===== src/rtl/pc_gen.sv =====
// Program counter generator: sequential fetch, prioritized trap/jalr/branch redirects,
// and a halt state entered on a misaligned jalr/branch target that only a trap can leave.
module pc_gen #(
  parameter int unsigned     XLEN         = 32,
  parameter logic [XLEN-1:0] RESET_VECTOR = '0,
  parameter int unsigned     IALIGN       = 4
) (
  input  logic            clk,
  input  logic            rst,
  input  logic            if_ready,
  input  logic            stall,
  input  logic            trap_req,
  input  logic [XLEN-1:0] trap_vector,
  input  logic            jalr_req,
  input  logic [XLEN-1:0] jalr_target,
  input  logic            br_req,
  input  logic [XLEN-1:0] br_base,
  input  logic [XLEN-1:0] br_offset,
  output logic [XLEN-1:0] pc,
  output logic            pc_valid,
  output logic            flush,
  output logic            misaligned,
  output logic [XLEN-1:0] bad_addr
);

  localparam logic [1:0] BOOT = 2'd0;
  localparam logic [1:0] RUN  = 2'd1;
  localparam logic [1:0] HALT = 2'd2;

  localparam logic [XLEN-1:0] ALIGN_MASK = XLEN'(IALIGN - 1);
  localparam logic [XLEN-1:0] PC_STEP    = XLEN'(4);
  localparam logic [XLEN-1:0] BIT0_CLR   = ~XLEN'(1);

  logic [1:0]      state, state_d;
  logic [XLEN-1:0] pc_d, bad_d;
  logic            mis_d;
  logic [XLEN-1:0] jalr_tgt, br_tgt, sel_tgt;

  assign jalr_tgt = jalr_target & BIT0_CLR;
  assign br_tgt   = br_base + br_offset;
  assign sel_tgt  = jalr_req ? jalr_tgt : br_tgt;

  // Next-state and redirect decode; flush is a same-cycle indication of an accepted redirect.
  always_comb begin
    state_d = state;
    pc_d    = pc;
    mis_d   = misaligned;
    bad_d   = bad_addr;
    flush   = 1'b0;
    case (state)
      BOOT: state_d = RUN;
      RUN: begin
        if (trap_req) begin
          flush = 1'b1;
          pc_d  = trap_vector;
          mis_d = 1'b0;
        end else if (jalr_req || br_req) begin
          flush = 1'b1;
          if ((sel_tgt & ALIGN_MASK) != '0) begin
            mis_d   = 1'b1;
            bad_d   = sel_tgt;
            state_d = HALT;
          end else begin
            pc_d = sel_tgt;
          end
        end else if (!stall && if_ready) begin
          pc_d = pc + PC_STEP;
        end
      end
      HALT: begin
        if (trap_req) begin
          flush   = 1'b1;
          pc_d    = trap_vector;
          mis_d   = 1'b0;
          state_d = RUN;
        end
      end
      default: state_d = BOOT;
    endcase
  end

  always_ff @(posedge clk or posedge rst) begin
    if (rst) begin
      state      <= BOOT;
      pc         <= RESET_VECTOR;
      pc_valid   <= 1'b0;
      misaligned <= 1'b0;
      bad_addr   <= '0;
    end else begin
      state      <= state_d;
      pc         <= pc_d;
      pc_valid   <= (state_d == RUN);
      misaligned <= mis_d;
      bad_addr   <= bad_d;
    end
  end

endmodule


===== config.mk =====
export PLATFORM = sky130hd
export DESIGN_NAME = pc_gen
export DESIGN_NICKNAME = d
export VERILOG_FILES = /design/src/rtl/pc_gen.sv
export SDC_FILE = /design/constraint.sdc
export NUM_CORES = 1
export LEC_CHECK = 0
export CORE_MARGIN = 4
export CORE_UTILIZATION = 30
export DETAILED_ROUTE_END_ITERATION = 7
export GPL_TIMING_DRIVEN = 1
export HOLD_SLACK_MARGIN = 0.08
export SLEW_MARGIN = 20
export SYNTH_ARGS = -nofsm -noshare
export SYNTH_HDL_FRONTEND = slang
export SYNTH_SLANG_ARGS = --single-unit

===== constraint.sdc =====
create_clock -name clk -period 6.12 [get_ports clk]
set_input_delay 0.918 -clock clk [delete_from_list [all_inputs] [get_ports clk]]
set_output_delay 0.918 -clock clk [all_outputs]
set_load 0.02 [all_outputs]

## Word-level counts from Yosys, hierarchy flattened

Cells that the tools add are included.

- Flip-flop bits (word level): 68
- Latch bits: 0
- RAM bits: 0
- ROM bits: 0
- Input port bits: 135
- Logic and storage cells: 46
- Memories: 0

- Add/subtract/negate cells: 2
- $mul: 0
- Div/mod/pow operators: 0
- $lt $le $gt $ge: 0
- Equality and inequality tests: 8
- Shifts and indexed selects: 0
- Mux-type cells: 21
- Bitwise gates (word level): 1
- Reductions and logical operators: 9

Operators by type and width:

| kind | count |
|---|---|
| 32-bit 2-to-1 mux | 6 |
| 32-bit case mux with 2 select lines | 1 |
| 32-bit by 3-bit adder with 32-bit output, second input constant | 1 |
| 32-bit adder | 1 |
| 32-bit nonzero test | 1 |
| 4-bit AND reduction | 3 |
| 2-bit 2-to-1 mux | 4 |
| 4-bit inequality test, second input constant | 2 |
| 1-bit 2-to-1 mux | 7 |
| 3-bit inequality test, second input constant | 2 |
| 2-bit case mux with 3 select lines | 1 |
| 2-bit by 1-bit == test with 1-bit output, second input constant | 2 |
| 1-bit case mux with 2 select lines | 2 |
| 2-bit == test, second input constant | 1 |
| 2-bit logical NOT | 1 |
| 2-bit inequality test, second input constant | 1 |
| 2-bit nonzero test | 1 |
| 1-bit logical AND | 1 |
| 1-bit logical NOT | 1 |
| 1-bit logical OR | 1 |
| 1-bit inverter | 1 |

## Longest topological paths before layout

- Depth in word-level cells: 8
- Gate-level depth with buffers: 11
- Mapped depth without buffers: 10

## Least setup slack after synthesis

OpenSTA, ideal clock, no wires.

- Path type: in2reg
- Start point: input port br_base[0]
- End point: register pc[28]
- Setup time: 126 ps
- Arrival: 3370 ps
- Setup slack: 2624 ps
- Stages on the path: 10
- Cell sequence: ha_1 -> fa_1 -> a21o_2 -> a221oi_2 -> or4_4 -> o22ai_1 -> or3_1 -> a311oi_1 -> o21ai_0 -> a221o_1

- Word-level cells in the longest chain between the ends: 6
- Elaborated cells between the ends (all ways): 9

RTL lines:

| what | RTL line | source |
|---|---|---|
| from (decl) | 17 | `input logic [XLEN-1:0] br_base,` |
| 32-bit adder * | 40 | `assign br_tgt = br_base + br_offset;` |
| 32-bit 2-to-1 mux * | 41 | `assign sel_tgt = jalr_req ? jalr_tgt : br_tgt;` |
| branches (longest 4 deep; another with 32-bit nonzero test) | - |  |
| to (signal assigned) | 91 | `pc <= pc_d;` |
| to (decl) | 19 | `output logic [XLEN-1:0] pc,` |

Mark *: on every way between the ends. The select of a mux whose other input is x is not followed.
A chain may end at the register's enable or synchronous reset.

## Worst setup path after layout

Same ends and word-level chain as after synthesis.

==> flow_summary.yaml <==
outcome:
  outcome: "complete, no violations"
pwr:
  ir_worst_vdd_mv: 0.146
  p_int_mw: 1.80
  power.switching_mw: 1.45
  p_per_area_mw_per_mm2: 374
  swShare_pct: 44.7
  p_seq_share_pct: 27.3
  share_comb_of_total_power_pct: 57.0
  p_clk_share_pct: 15.8
  p_leak_nw: 3.58
detailed_routing:
  drtIter0Drc: 361
  wire_per_inst_um: 19.4
  routed_via_density: 5.31
  drc: 0
  wl_mm: 24.3
  num_vias: 6645
  drt_first_pass_iters: 7
  ant_nets: 0
flow_run:
  cap_violations: 0
floorplanning:
  die_area_mm2: 0.0230
  io-pin-count: 202
  rows: 52
  die_y_um: 152
  core-area_mm2: 0.0203
  die_x_um: 152
  start_util_pct: 30.5
cells_and_area:
  final_cell_mix: "clkdlybuf4s50_1, nand2_1, o21ai_0, dfrtp_1, a21oi_1"
  fin_nets: 1147
  ff_latch_area_mm2: 0.00170
  final_cells: 1251
  final_common_cell: "clkdlybuf4s50_1"
  fin_util_pct: 42.9
  nFillCells: 2130
  syn2layout_area_growth_pct: 40.3
  drive_gt1_share_pct: 5.82
  multiInputGateArea_mm2: 0.00421
  final_area_mm2: 0.00870
synthesis:
  yosys_warnings: 0
  synth_edf_count: 0
  synth.distinct_cells: 74
  synthCells: 800
  synth_nets: 972
  synthFlopType: "dfrtp_1"
  syn_area_mm2: 0.00620
  async_reset_ff_share_pct: 100
  syn_area_per_cell_um2: 7.75
  ys_ff_latch: 68
  ys_seq_area_share_pct: 27.5
clocking:
  numCtsBuffers: 9
  cts_root_buf: "clkbuf_16"
  clk_pin_slew_worst_paths_ns: 0.06
  clock_path_buffers: 2
  tritoncts: "done"
  postCtsSetupRepairBufs: 0
  ctsResizeCount: 0
  cts_hold_buffers: 0
  h-tree-depth: 3
  clock_latency_ns: 0.34
  clock_sinks: 68
placement:
  hpwlAfterDp_mm: 18.7
  port_buffers: 200
  dpl_cell_area_mm2: 0.00840
  dp.cells: 1234
  gp_congestion: 0.845
grt:
  grt_pass1_vias: 6468
  antenna_found_initial: 0
  grt_pass1_wl_mm: 36.8
  met3_usage_pct: 3.09
  grt_use_total_pct: 20.9
  overflow: 0
  globalRoute.busiestLayer: "met2"
  use_met2_pct: 32.4
  met1_usage_pct: 30.5
  grt_max_degree: 69
timing:
  rsz0062_at_grt: "no"
  max_freq_mhz: 250
  period_share_pct: 65.3
  tns_ns: 0
  worst_slew_pin_slew_ns: 0.998
  setup_viol: 0
  relSlewSlack_pct: 33.4
  fin_worst_skew_ns: 0.00793
  holdWs_ns: 0.479
  hold_viol_final: 0
  maxSlewViolCount: 0
  finalCriticalPeriod_ns: 4.00
worst_setup_path:
  end_kind: "flip-flop"
  crit_fanout: 3
  cp-startpoint: "br_base[0]"
  crit_path_start_kind: "input pin"
  worstReg2RegStart: "state[0]$_DFF_PP0_"
  worst_ep_required_time_ns: 6.34
  criticalPathCategory: "in2reg"
  arrival_ns: 4.22
min_path:
  min_from: "bad_addr[4]$_DFFE_PP0P_"
  hold_path.class: "reg2reg"
state kept, by name, summed over array words and instances, names as in the netlist:
name	flops
bad_addr	32
pc_valid	1
state	2
pc	32
misaligned	1
per-stage QoR:
step	setup WS [ns]	total power, mW
after CTS	2.14	3.27
after floorplan	2.62	1.90
after global placement	1.79	2.73
final	2.12	3.26
after global routing	2.01	3.48
after detailed placement	1.79	2.75
cell families after synthesis:
group           after synthesis  share of synthesized area (%)
flops                        68                           27.5
fa+ha+maj                    37                           7.59
mux                          11                           1.80
compound gates              260                           27.5
xor+xnor                     51                           7.21
buf+inv                      66                           4.91
simple gates                307                           23.6
power by group through the flow:
stage / clock (mW) / combinational [mW] / sequential (mW)
final: 0.513 / 1.86 / 0.888
after global routing: 0.542 / 2.01 / 0.924
after CTS: 0.521 / 1.86 / 0.888
after detailed placement: 0 / 1.85 / 0.893
after global placement: 0 / 1.84 / 0.891
after floorplan: 0 / 0.798 / 1.10
worst max-delay path, cell delays in order:
cell             delay (ns)
clkdlybuf4s50_1        0.40
ha_1                   0.22
fa_1                   0.43
a21o_2                 0.26
a221oi_2               0.34
or4_4                  0.22
o22ai_1                0.10
or3_1                  0.40
a311oi_1               0.34
o21ai_0                0.22
a221o_1                0.36
Yosys cell counts, drive strengths merged (5+ instances only):
cell / number / area (µm²)
nor2: 66 / 250
o21a: 9 / 67.6
nand4: 12 / 75.1
a21boi: 6 / 60.1
o21ai: 68 / 340
a31oi: 11 / 68.8
a211o: 8 / 70.1
dfrtp: 68 / 1700
and4: 6 / 55.1
o221ai: 5 / 43.8
mux2i: 10 / 100
a211oi: 7 / 52.6
o21bai: 6 / 45.0
inv: 17 / 63.8
ha: 36 / 450
xnor2: 17 / 149
o2111ai: 5 / 43.8
a21oi: 67 / 339
clkbuf: 44 / 195
or2: 8 / 50.1
o211ai: 17 / 128
or3: 7 / 43.8
a221oi: 6 / 58.8
nor3: 24 / 120
xor2: 34 / 298
a21o: 14 / 108
nand3: 33 / 165
and3: 20 / 128
nand2: 108 / 405
final timing paths:
check / endpoint / slack (ns) / cells after the start
setup / recovery: pc[28]$_DFFE_PP0P_ / 2.12 / 11
hold / removal: bad_addr[4]$_DFFE_PP0P_ / 0.48 / 2
setup reg to reg: pc[11]$_DFFE_PP0P_ / 3.01 / 8
hold reg to reg: bad_addr[4]$_DFFE_PP0P_ / 0.48 / 2
max in group asynchronous: pc[5]$_DFFE_PP0P_ / 4.31 / 3
min in group asynchronous: bad_addr[3]$_DFFE_PP0P_ / 1.16 / 3
layout make-up:
| type | instances | share of cell area (%) |
|---|---|---|
| antenna | 1 | 0.0288 |
| clock buffer | 12 | 3.06 |
| clock inverter | 4 | 0.259 |
| inverter | 18 | 0.777 |
| multi-input combinational | 666 | 48.4 |
| sequential | 68 | 19.6 |
| tap | 270 | 3.88 |
| timing repair buffer | 212 | 24.0 |
layer usage:
metal | routed length (µm) | vias to the layer above
met3 | 1420 | 19
met1 | 11600 | 3129
met2 | 10900 | 203
met4 | 348 | 0
li1 | - | 3294
met5 | 0 | -
Note: power is estimated with default switching activity, not from simulation.
